===== src/rtl/spi_master_mc.sv =====
// spi_master_mc: full-duplex SPI master with runtime CPOL/CPHA, programmable SCLK divider and
// one-hot active-low chip selects. Defining SPI_LSB_FIRST_EN adds the lsb_first input.
module spi_master_mc #(
    parameter int DATA_W   = 8,
    parameter int NUM_CS   = 4,
    parameter int CLK_DIV  = 2,
    parameter int CS_SEL_W = (NUM_CS > 1) ? $clog2(NUM_CS) : 1
) (
    input  logic                clk,
    input  logic                rst,
    input  logic                data_send_enable,
    input  logic [DATA_W-1:0]   data_send_master,
    input  logic [CS_SEL_W-1:0] cs_sel,
    input  logic                cpol,
    input  logic                cpha,
`ifdef SPI_LSB_FIRST_EN
    input  logic                lsb_first,
`endif
    input  logic                miso,
    output logic                mosi,
    output logic                sclk,
    output logic [NUM_CS-1:0]   cs,
    output logic                busy,
    output logic [DATA_W-1:0]   data_receive_master,
    output logic                data_receive_master_enable,
    output logic [2:0]          dbg_state_o
);

    typedef enum logic [2:0] {IDLE, LEAD, XFER, TRAIL, DONE} state_e;

    localparam int CNT_W = (CLK_DIV > 1) ? $clog2(CLK_DIV) : 1;
    localparam int HP_W  = $clog2(2 * DATA_W + 1);
    localparam logic [CNT_W-1:0] CNT_LAST = CNT_W'(CLK_DIV - 1);
    localparam logic [HP_W-1:0]  HP_LAST  = HP_W'(2 * DATA_W);

    state_e              state_q, state_d;
    logic [CNT_W-1:0]    cnt_q, cnt_d;
    logic [HP_W-1:0]     hp_q, hp_d;
    logic [DATA_W-1:0]   tx_q, tx_d;
    logic [DATA_W-1:0]   rx_q, rx_d;
    logic                cpol_q, cpol_d;
    logic                cpha_q, cpha_d;
    logic                lsb_q, lsb_d;
    logic                mosi_q, mosi_d;
    logic                sclk_q, sclk_d;
    logic [NUM_CS-1:0]   cs_q, cs_d;
    logic                busy_q, busy_d;
    logic [DATA_W-1:0]   rdata_q, rdata_d;
    logic                strobe_q, strobe_d;

    logic                lsb_in;
    logic                sel_ok;
    logic [HP_W-1:0]     hp_next;
    logic                shift_edge;
    logic                sample_now;

`ifdef SPI_LSB_FIRST_EN
    assign lsb_in = lsb_first;
`else
    assign lsb_in = 1'b0;
`endif

    function automatic logic [DATA_W-1:0] bit_reverse(input logic [DATA_W-1:0] v);
        logic [DATA_W-1:0] r;
        for (int i = 0; i < DATA_W; i++) r[i] = v[DATA_W-1-i];
        return r;
    endfunction

    assign sel_ok  = int'(cs_sel) < NUM_CS;
    assign hp_next = hp_q + 1'b1;
    // hp_q is the current half-period (0 while in LEAD); edges of the shift type move mosi,
    // except the final trailing edge in CPHA=0 which would push past the last bit.
    assign shift_edge = (hp_next[0] == cpha_q) && !(!cpha_q && (hp_next == HP_LAST));
    assign sample_now = (state_q == XFER) && (cnt_q == '0) && (hp_q[0] != cpha_q);

    always_comb begin
        state_d  = state_q;
        cnt_d    = cnt_q;
        hp_d     = hp_q;
        tx_d     = tx_q;
        rx_d     = rx_q;
        cpol_d   = cpol_q;
        cpha_d   = cpha_q;
        lsb_d    = lsb_q;
        mosi_d   = mosi_q;
        sclk_d   = sclk_q;
        cs_d     = cs_q;
        busy_d   = busy_q;
        rdata_d  = rdata_q;
        strobe_d = 1'b0;

        // LSB-first receive shifts right so the word lands in natural bit order.
        if (sample_now) begin
            rx_d = lsb_q ? {miso, rx_q[DATA_W-1:1]} : {rx_q[DATA_W-2:0], miso};
        end

        case (state_q)
            IDLE: begin
                sclk_d = cpol;
                if (data_send_enable && sel_ok) begin
                    state_d = LEAD;
                    cnt_d   = '0;
                    hp_d    = '0;
                    tx_d    = lsb_in ? bit_reverse(data_send_master) : data_send_master;
                    cpol_d  = cpol;
                    cpha_d  = cpha;
                    lsb_d   = lsb_in;
                    cs_d    = ~(NUM_CS'(1) << cs_sel);
                    busy_d  = 1'b1;
                    if (!cpha) begin
                        mosi_d = tx_d[DATA_W-1];
                        tx_d   = tx_d << 1;
                    end
                end
            end
            LEAD, XFER: begin
                if (cnt_q != CNT_LAST) begin
                    cnt_d = cnt_q + 1'b1;
                end else begin
                    cnt_d = '0;
                    if (hp_q == HP_LAST) begin
                        state_d = TRAIL;
                        sclk_d  = cpol_q;
                    end else begin
                        state_d = XFER;
                        hp_d    = hp_next;
                        sclk_d  = cpol_q ^ hp_next[0];
                        if (shift_edge) begin
                            mosi_d = tx_q[DATA_W-1];
                            tx_d   = tx_q << 1;
                        end
                    end
                end
            end
            TRAIL: begin
                if (cnt_q != CNT_LAST) begin
                    cnt_d = cnt_q + 1'b1;
                end else begin
                    state_d  = DONE;
                    cs_d     = '1;
                    mosi_d   = 1'b0;
                    rdata_d  = rx_q;
                    strobe_d = 1'b1;
                end
            end
            DONE: begin
                state_d = IDLE;
                busy_d  = 1'b0;
                sclk_d  = cpol;
            end
            default: state_d = IDLE;
        endcase
    end

    always_ff @(posedge clk) begin
        if (rst) begin
            state_q  <= IDLE;
            cnt_q    <= '0;
            hp_q     <= '0;
            tx_q     <= '0;
            rx_q     <= '0;
            cpol_q   <= 1'b0;
            cpha_q   <= 1'b0;
            lsb_q    <= 1'b0;
            mosi_q   <= 1'b0;
            sclk_q   <= 1'b0;
            cs_q     <= '1;
            busy_q   <= 1'b0;
            rdata_q  <= '0;
            strobe_q <= 1'b0;
        end else begin
            state_q  <= state_d;
            cnt_q    <= cnt_d;
            hp_q     <= hp_d;
            tx_q     <= tx_d;
            rx_q     <= rx_d;
            cpol_q   <= cpol_d;
            cpha_q   <= cpha_d;
            lsb_q    <= lsb_d;
            mosi_q   <= mosi_d;
            sclk_q   <= sclk_d;
            cs_q     <= cs_d;
            busy_q   <= busy_d;
            rdata_q  <= rdata_d;
            strobe_q <= strobe_d;
        end
    end

    assign mosi                       = mosi_q;
    assign sclk                       = sclk_q;
    assign cs                         = cs_q;
    assign busy                       = busy_q;
    assign data_receive_master        = rdata_q;
    assign data_receive_master_enable = strobe_q;
    assign dbg_state_o                = state_q;

endmodule


===== config.mk =====
export PLATFORM = sky130hd
export DESIGN_NAME = spi_master_mc
export DESIGN_NICKNAME = d
export VERILOG_FILES = /design/src/rtl/spi_master_mc.sv
export SDC_FILE = /design/constraint.sdc
export NUM_CORES = 1
export LEC_CHECK = 0
export CELL_PAD_IN_SITES_DETAIL_PLACEMENT = 2
export CELL_PAD_IN_SITES_GLOBAL_PLACEMENT = 2
export CORE_UTILIZATION = 28
export DETAILED_ROUTE_END_ITERATION = 12
export GPL_TIMING_DRIVEN = 0
export PLACE_DENSITY = 0.78
export SKIP_LAST_GASP = 1
export SLEW_MARGIN = 30
export SYNTH_ARGS = -nofsm -noshare
export SYNTH_HDL_FRONTEND = slang
export SYNTH_SLANG_ARGS = --single-unit

===== constraint.sdc =====
create_clock -name clk -period 2.2 [get_ports clk]
set_input_delay 0.44 -clock clk [delete_from_list [all_inputs] [get_ports clk]]
set_output_delay 0.44 -clock clk [all_outputs]
set_load 0.1 [all_outputs]

# After elaboration in Yosys (flattened, before gate mapping)
# Index checks and enable logic that the tools add are counted.
totals:
  regBits: 43
  latchBits: 0
  mem_bits_rw: 0
  rom_bits: 0
  in_bits: 16
  output_inout_bits: 19
  elab_cells: 94
  mem_count: 0
classes:
  n_addsub: 2
  mul: 0
  n_div: 0
  n_lt_le_gt_ge: 0
  n_eq_ne: 14
  shift: 1
  mux: 35
  bitwise: 4
  n_reduce_logical: 25
op_table:
  columns: ["cell", "count"]
  rows:
  - ["two-way mux 8 bit", 5]
  - ["one-hot mux 8 bit (2 select lines)", 1]
  - ["two-way mux 5 bit", 3]
  - ["two-way mux 1 bit", 14]
  - ["!= test 2 bit (second input constant)", 6]
  - ["equality test 5 bit (second input constant)", 2]
  - ["one-hot mux 5 bit (2 select lines)", 1]
  - ["AND reduction 2 bit", 5]
  - ["two-way mux 3 bit", 3]
  - ["one-hot mux 3 bit (3 select lines)", 1]
  - ["two-way mux 4 bit", 2]
  - ["one-hot mux 4 bit (2 select lines)", 1]
  - ["nonzero test 2 bit", 4]
  - ["AND reduction 7 bit", 1]
  - ["equality test 3 x 2 -> 1 bit (second input constant)", 2]
  - ["one-hot mux 1 bit (3 select lines)", 2]
  - ["AND reduction 3 bit", 2]
  - ["OR reduction 2 bit", 3]
  - ["adder 5 x 1 -> 5 bit (second input constant)", 1]
  - ["AND reduction 5 bit", 1]
  - ["logical AND 1 bit", 4]
  - ["inverter 4 bit", 1]
  - ["one-hot mux 1 bit (2 select lines)", 2]
  - ["AND reduction 4 bit", 1]
  - ["11 further kinds", 13]

# Depth between registers and ports, before layout
depth:
  word_depth: 9
  depth_mapped: 8
  mapped_depth_nobuf: 7

# Least setup slack after synthesis
# No wires, ideal clock.
synth_path:
  kind: "register to register"
  startpoint: "register state_q[0], in the netlist dbg_state_o[0]"
  endpoint: "register tx_q[4]"
  setup_ps: 67
  arrival_time_ps: 2525
  t_required_ps: 2133
  slack_ps: -392
  stages_incl_launch_ff: 8
  n_path_buf: 2
  period_less_slack_ps: 2592
  path_cell_list: "dfxtp_1 > buf_2 > xnor2_1 > nor3_2 > a31oi_2 > buf_2 > a211o_1 > a21oi_2"
synth_via:
  elab_chain_cells: 4
  word_cells_on_any_way: 11
  cone_classes: "6 x eq/ne; 1 x mux; 4 x reduce/logical"
synth_rtl:
  columns: ["element", "line_no", "text"]
  rows:
  - ["start, declared", "36", "state_e state_q, state_d;"]
  - ["start signal, assigned", "172", "state_q <= state_d;"]
  - ["equality test 3 x 2 -> 1 bit or equality test 3 x 1 -> 1 bit (tied branches)", "97", "case (state_q)"]
  - ["OR reduction 2 bit", "97", null]
  - ["!= test 2 bit (no line) or nonzero test 2 bit (tied branches)", null, null]
  - ["AND reduction 5 bit (no line)", null, null]
  - ["end signal, assigned", "175", "tx_q <= tx_d;"]
  - ["end, declared", "39", "logic [DATA_W-1:0] tx_q, tx_d;"]
# Parallel ways exist; a longest one is shown, timed or not.
# A chain may end at the register's enable or synchronous reset.

# Worst setup path after layout
layout_path:
  startpoint: "register hp_q[1]"
  endpoint: "register tx_q[3]"
layout_via:
  elab_chain_cells: 7
  word_cells_on_any_way: 9
  cone_classes: "1 x add/sub; 4 x eq/ne; 4 x reduce/logical"
layout_rtl:
  columns: ["element", "line_no", "text"]
  rows:
  - ["start, declared", "38", "logic [HP_W-1:0] hp_q, hp_d;"]
  - ["start signal, assigned", "174", "hp_q <= hp_d;"]
  - ["adder 5 x 1 -> 5 bit", "70", "assign hp_next = hp_q + 1'b1;"]
  - ["equality test 5 bit", "73", "assign shift_edge = (hp_next[0] == cpha_q) && !(!cpha_q && (hp_next == HP_LAST));"]
  - ["logical AND 1 bit", "73", null]
  - ["logical NOT 1 bit", "73", null]
  - ["logical AND 1 bit", "73", null]
  - ["!= test 2 bit (no line)", null, null]
  - ["AND reduction 5 bit (no line) (*)", null, null]
# Every way passes the cells marked *; elsewhere a longest branch is shown, timed or not.

==> results.json <==
{
  "clock_tree_from_tritoncts": "yes",
  "timing.setup.critical_path_class": "flop to flop",
  "worst_flop_to_flop_path_startpoint": "hp_q[1]",
  "total_of_fill_cells_in_the_finished_design": 843,
  "path_max_fanout": 5,
  "run_status": "finished, final reports clean",
  "design_power_total_w": 0.00178,
  "skew_ns": 0.00470,
  "library_cell_with_the_highest_instance_count_after_synthesis": "sky130_fd_sc_hd__dfxtp_1",
  "min_path_cells": 2,
  "wl_per_cell_um": 17.3,
  "dpl.cell_count": 387,
  "route.final.wire_length_um": 6970,
  "num_antenna_cells": 0,
  "async_reset_ff_share_pct": 0,
  "area_growth_pct": 32.2,
  "cp_data_arrival_time_ns": 2.42,
  "placement.io_buffers": 33,
  "end_kind": "flop",
  "netlist_top_cells_count": "43 x sky130_fd_sc_hd__dfxtp_1, 26 x sky130_fd_sc_hd__a21oi_1, 26 x sky130_fd_sc_hd__nand2_1, 26 x sky130_fd_sc_hd__nor2_1, 14 x sky130_fd_sc_hd__nand3_1",
  "number_of_antenna_violations_at_the_first_check_in_global_routing": 0,
  "timing.slew.headroom_pct": 36.0,
  "grt_remaining_overflow": 0,
  "place_congestion": 0.707,
  "die_width_um": 89.3,
  "layoutNonFillerInstCount": 404,
  "route.vias.total": 2077,
  "cts-root-buf": "sky130_fd_sc_hd__clkbuf_8",
  "layout_min_cycle_time_ns": 2.19,
  "multi_input_area_mm2": 0.00125,
  "top_post_synthesis_cells_by_area": "sky130_fd_sc_hd__dfxtp_1 40%, sky130_fd_sc_hd__a21oi_1 6.1%, sky130_fd_sc_hd__nand2_1 4.6%, sky130_fd_sc_hd__nor2_1 4.6%, sky130_fd_sc_hd__mux2i_1 4.2%",
  "vdd_drop_max_uv": 209,
  "leakage_power_figure_nw": 1.08,
  "i_o_pin_cnt": 35,
  "timing.hold.ws_ns": 0.460,
  "detailed_place_hpwl_um": 4690,
  "grt_start_max_net_pins": 15,
  "postSynth.topFlopCell": "sky130_fd_sc_hd__dfxtp_1",
  "worst_tran_pin_value_ns": 0.963,
  "power_switching_share_pct": 33.0,
  "fmax_mhz": 456,
  "synth_cell_types": 46,
  "worstHoldStart": "data_receive_master[4]",
  "p_per_area_mw_per_mm2": 633,
  "required_ns": 2.43,
  "power_report.internal_total_w": 0.00119,
  "number_of_global_route_vias_before_repair": 2125,
  "start_util_pct": 29.2,
  "rrSetupSlack_ns": 0.008,
  "setup-violations-final": 0,
  "worst_r2r_path_depth": 8,
  "worstHoldPathType": "flop to flop",
  "synthDominantAreaCellType": "sky130_fd_sc_hd__dfxtp_1",
  "hold_violations": 0,
  "first_pass_grt_wire_length_um": 10800,
  "detail_route.iter0.violations": 51,
  "synth_area_mm2": 0.00213,
  "power_frac_seq_pct": 46.5,
  "cts_buffers": 5,
  "clock_sink_count": 43,
  "post-route-drc-count": 0,
  "timing.critical_path.from_type": "flop",
  "clk-insertion-delay-late_ns": 0.30,
  "ys.warnings.count": 0,
  "hold-path-endpoint": "data_receive_master[4]",
  "die_height_um": 89.3,
  "drt_pre_antenna_iters": 4,
  "final_max_slew_viol_count": 0,
  "placement_rows": 31,
  "route.antenna.remaining_nets": 0,
  "clkTransAtPathRegs_ns": 0.09,
  "register_area_um2": 872,
  "synth_top_area_share_pct": 40.4,
  "grtUsageTotal_pct": 18.1,
  "cts.path.max_buffers": 2,
  "synthCells": 255,
  "vias_per_cell": 5.14,
  "min_period_over_period_pct": 99.6,
  "rsz_0062_raised_after_global_routing": "yes",
  "synth_fp_nets": 274,
  "drive_above_1_share_pct": 15.4,
  "p_clk_share_pct": 31.9,
  "post_synth.cell_area_avg_um2": 8.36,
  "pwr-share-comb_pct": 21.6,
  "core_mm2": 0.00729,
  "p_sw_w": 0.000588,
  "synth_edf_count": 0,
  "pre_cts_slack_ns": -0.652,
  "synth_seq_cells": 43,
  "cts.htree.levels": 2,
  "die_area_mm2": 0.00797,
  "layout.nets": 323,
  "worst_r2r_endpoint": "tx_q[3]",
  "max-cap-violations": 0,
  "seq_area_frac_synth_pct": 40.4,
  "setup_ws_ns": 0.00817
}
-- worst max-delay path, stage by stage (launching register included) --
cell                       delay (ns)
sky130_fd_sc_hd__dfxtp_4         0.37
sky130_fd_sc_hd__inv_1           0.07
sky130_fd_sc_hd__ha_4            0.15
sky130_fd_sc_hd__nor4bb_4        0.16
sky130_fd_sc_hd__or3_4           0.35
sky130_fd_sc_hd__a311o_2         0.42
sky130_fd_sc_hd__buf_4           0.16
sky130_fd_sc_hd__a211o_2         0.29
sky130_fd_sc_hd__a21oi_1         0.14
-- timing repair --
item	CTS	global route
endpoints found under the hold margin	0	0
endpoints found under the setup margin	30	17
buffers inserted	3	7
hold buffers	0	0
pin swaps	1	5
resized for setup	26	13
-- placed cells by master, fill, tap and decap left out, types with 5 or more instances in the layout --
master                            count
sky130_fd_sc_hd__a211o_2              5
sky130_fd_sc_hd__a211oi_1             9
sky130_fd_sc_hd__a21oi_1             23
sky130_fd_sc_hd__buf_4                9
sky130_fd_sc_hd__clkbuf_1             9
sky130_fd_sc_hd__clkbuf_8             6
sky130_fd_sc_hd__clkdlybuf4s50_1     13
sky130_fd_sc_hd__dfxtp_1             38
sky130_fd_sc_hd__dlygate4sd2_1       19
sky130_fd_sc_hd__mux2i_1              9
sky130_fd_sc_hd__nand2_1             26
sky130_fd_sc_hd__nand2b_1             8
sky130_fd_sc_hd__nand3_1             14
sky130_fd_sc_hd__nand3b_1             6
sky130_fd_sc_hd__nor2_1              26
sky130_fd_sc_hd__nor2b_1              7
sky130_fd_sc_hd__nor3_1               5
sky130_fd_sc_hd__o21ai_0             10
sky130_fd_sc_hd__xnor2_1              5
-- how the worst max path moves through the flow --
stage	start	end	slack, ns	depth (start not counted)
6_report	hp_q[1]	tx_q[3]	0.008	8
2_1_floorplan	dbg_state_o[0]	tx_q[4]	-0.04	7
3_3_place_gp	data_send_enable	tx_q[4]	-0.58	7
4_1_cts	data_send_enable	tx_q[4]	-0.01	7
3_5_place_dp	data_send_enable	tx_q[4]	-0.65	7
5_1_grt	hp_q[1]	tx_q[3]	-0.05	8
-- registers in the layout, indices dropped and copies added, names as in the netlist --
name                        flops
data_receive_master_enable      1
dbg_state_o                     3
cpha_q                          1
cpol_q                          1
busy                            1
hp_q                            5
cnt_q                           1
rx_q                            8
tx_q                            8
cs                              4
mosi                            1
data_receive_master             8
sclk                            1
-- final cells by class --
type	count	share of cell area (%)
multi-input combinational	192	44.3
clock inverter	2	0.577
timing repair buffer	43	13.8
sequential	43	31.0
clock buffer	6	2.93
inverter	4	0.622
buffer	15	2.49
tap	99	4.40
-- metrics by stage --
stage / setup TNS, ns / area [µm²] / util, %
after floorplan: -0.0367 / 2140 / -
after global placement: -4.97 / 2590 / 35.5
after detailed placement: -5.77 / 2590 / 35.5
after CTS: -0.0115 / 2730 / 37.4
after global routing: -0.145 / 2820 / 38.6
final: 0 / 2820 / 38.6
-- routing by layer --
metal,routed length (µm),global-route usage [%],vias to the layer above
li1,-,-,995
met1,3200,23.5,1049
met2,3540,31.0,22
met3,110,2.77,11
met4,123,5.19,0
met5,0,0,-
-- cells by family after synthesis --
family | share of synthesized area, %
buffers and inverters | 3.99
xor gates and xnor gates | 2.46
adders and majority gates | 2.23
DFF | 40.4
AOI/OAI and AO/OA | 19.7
and+or+nand+nor | 27.0
muxes | 4.23
-- power groups by stage --
stage | clock [W] | sequential, W | combinational, W
detailed placement | 0 | 0.000849 | 0.000367
CTS | 0.000588 | 0.000829 | 0.000371
global route | 0.000614 | 0.000833 | 0.000416
floorplan | 0 | 0.000922 | 0.000174
global placement | 0 | 0.000847 | 0.000355
finish | 0.000570 | 0.000829 | 0.000384
(Power assumes the default switching activity.)
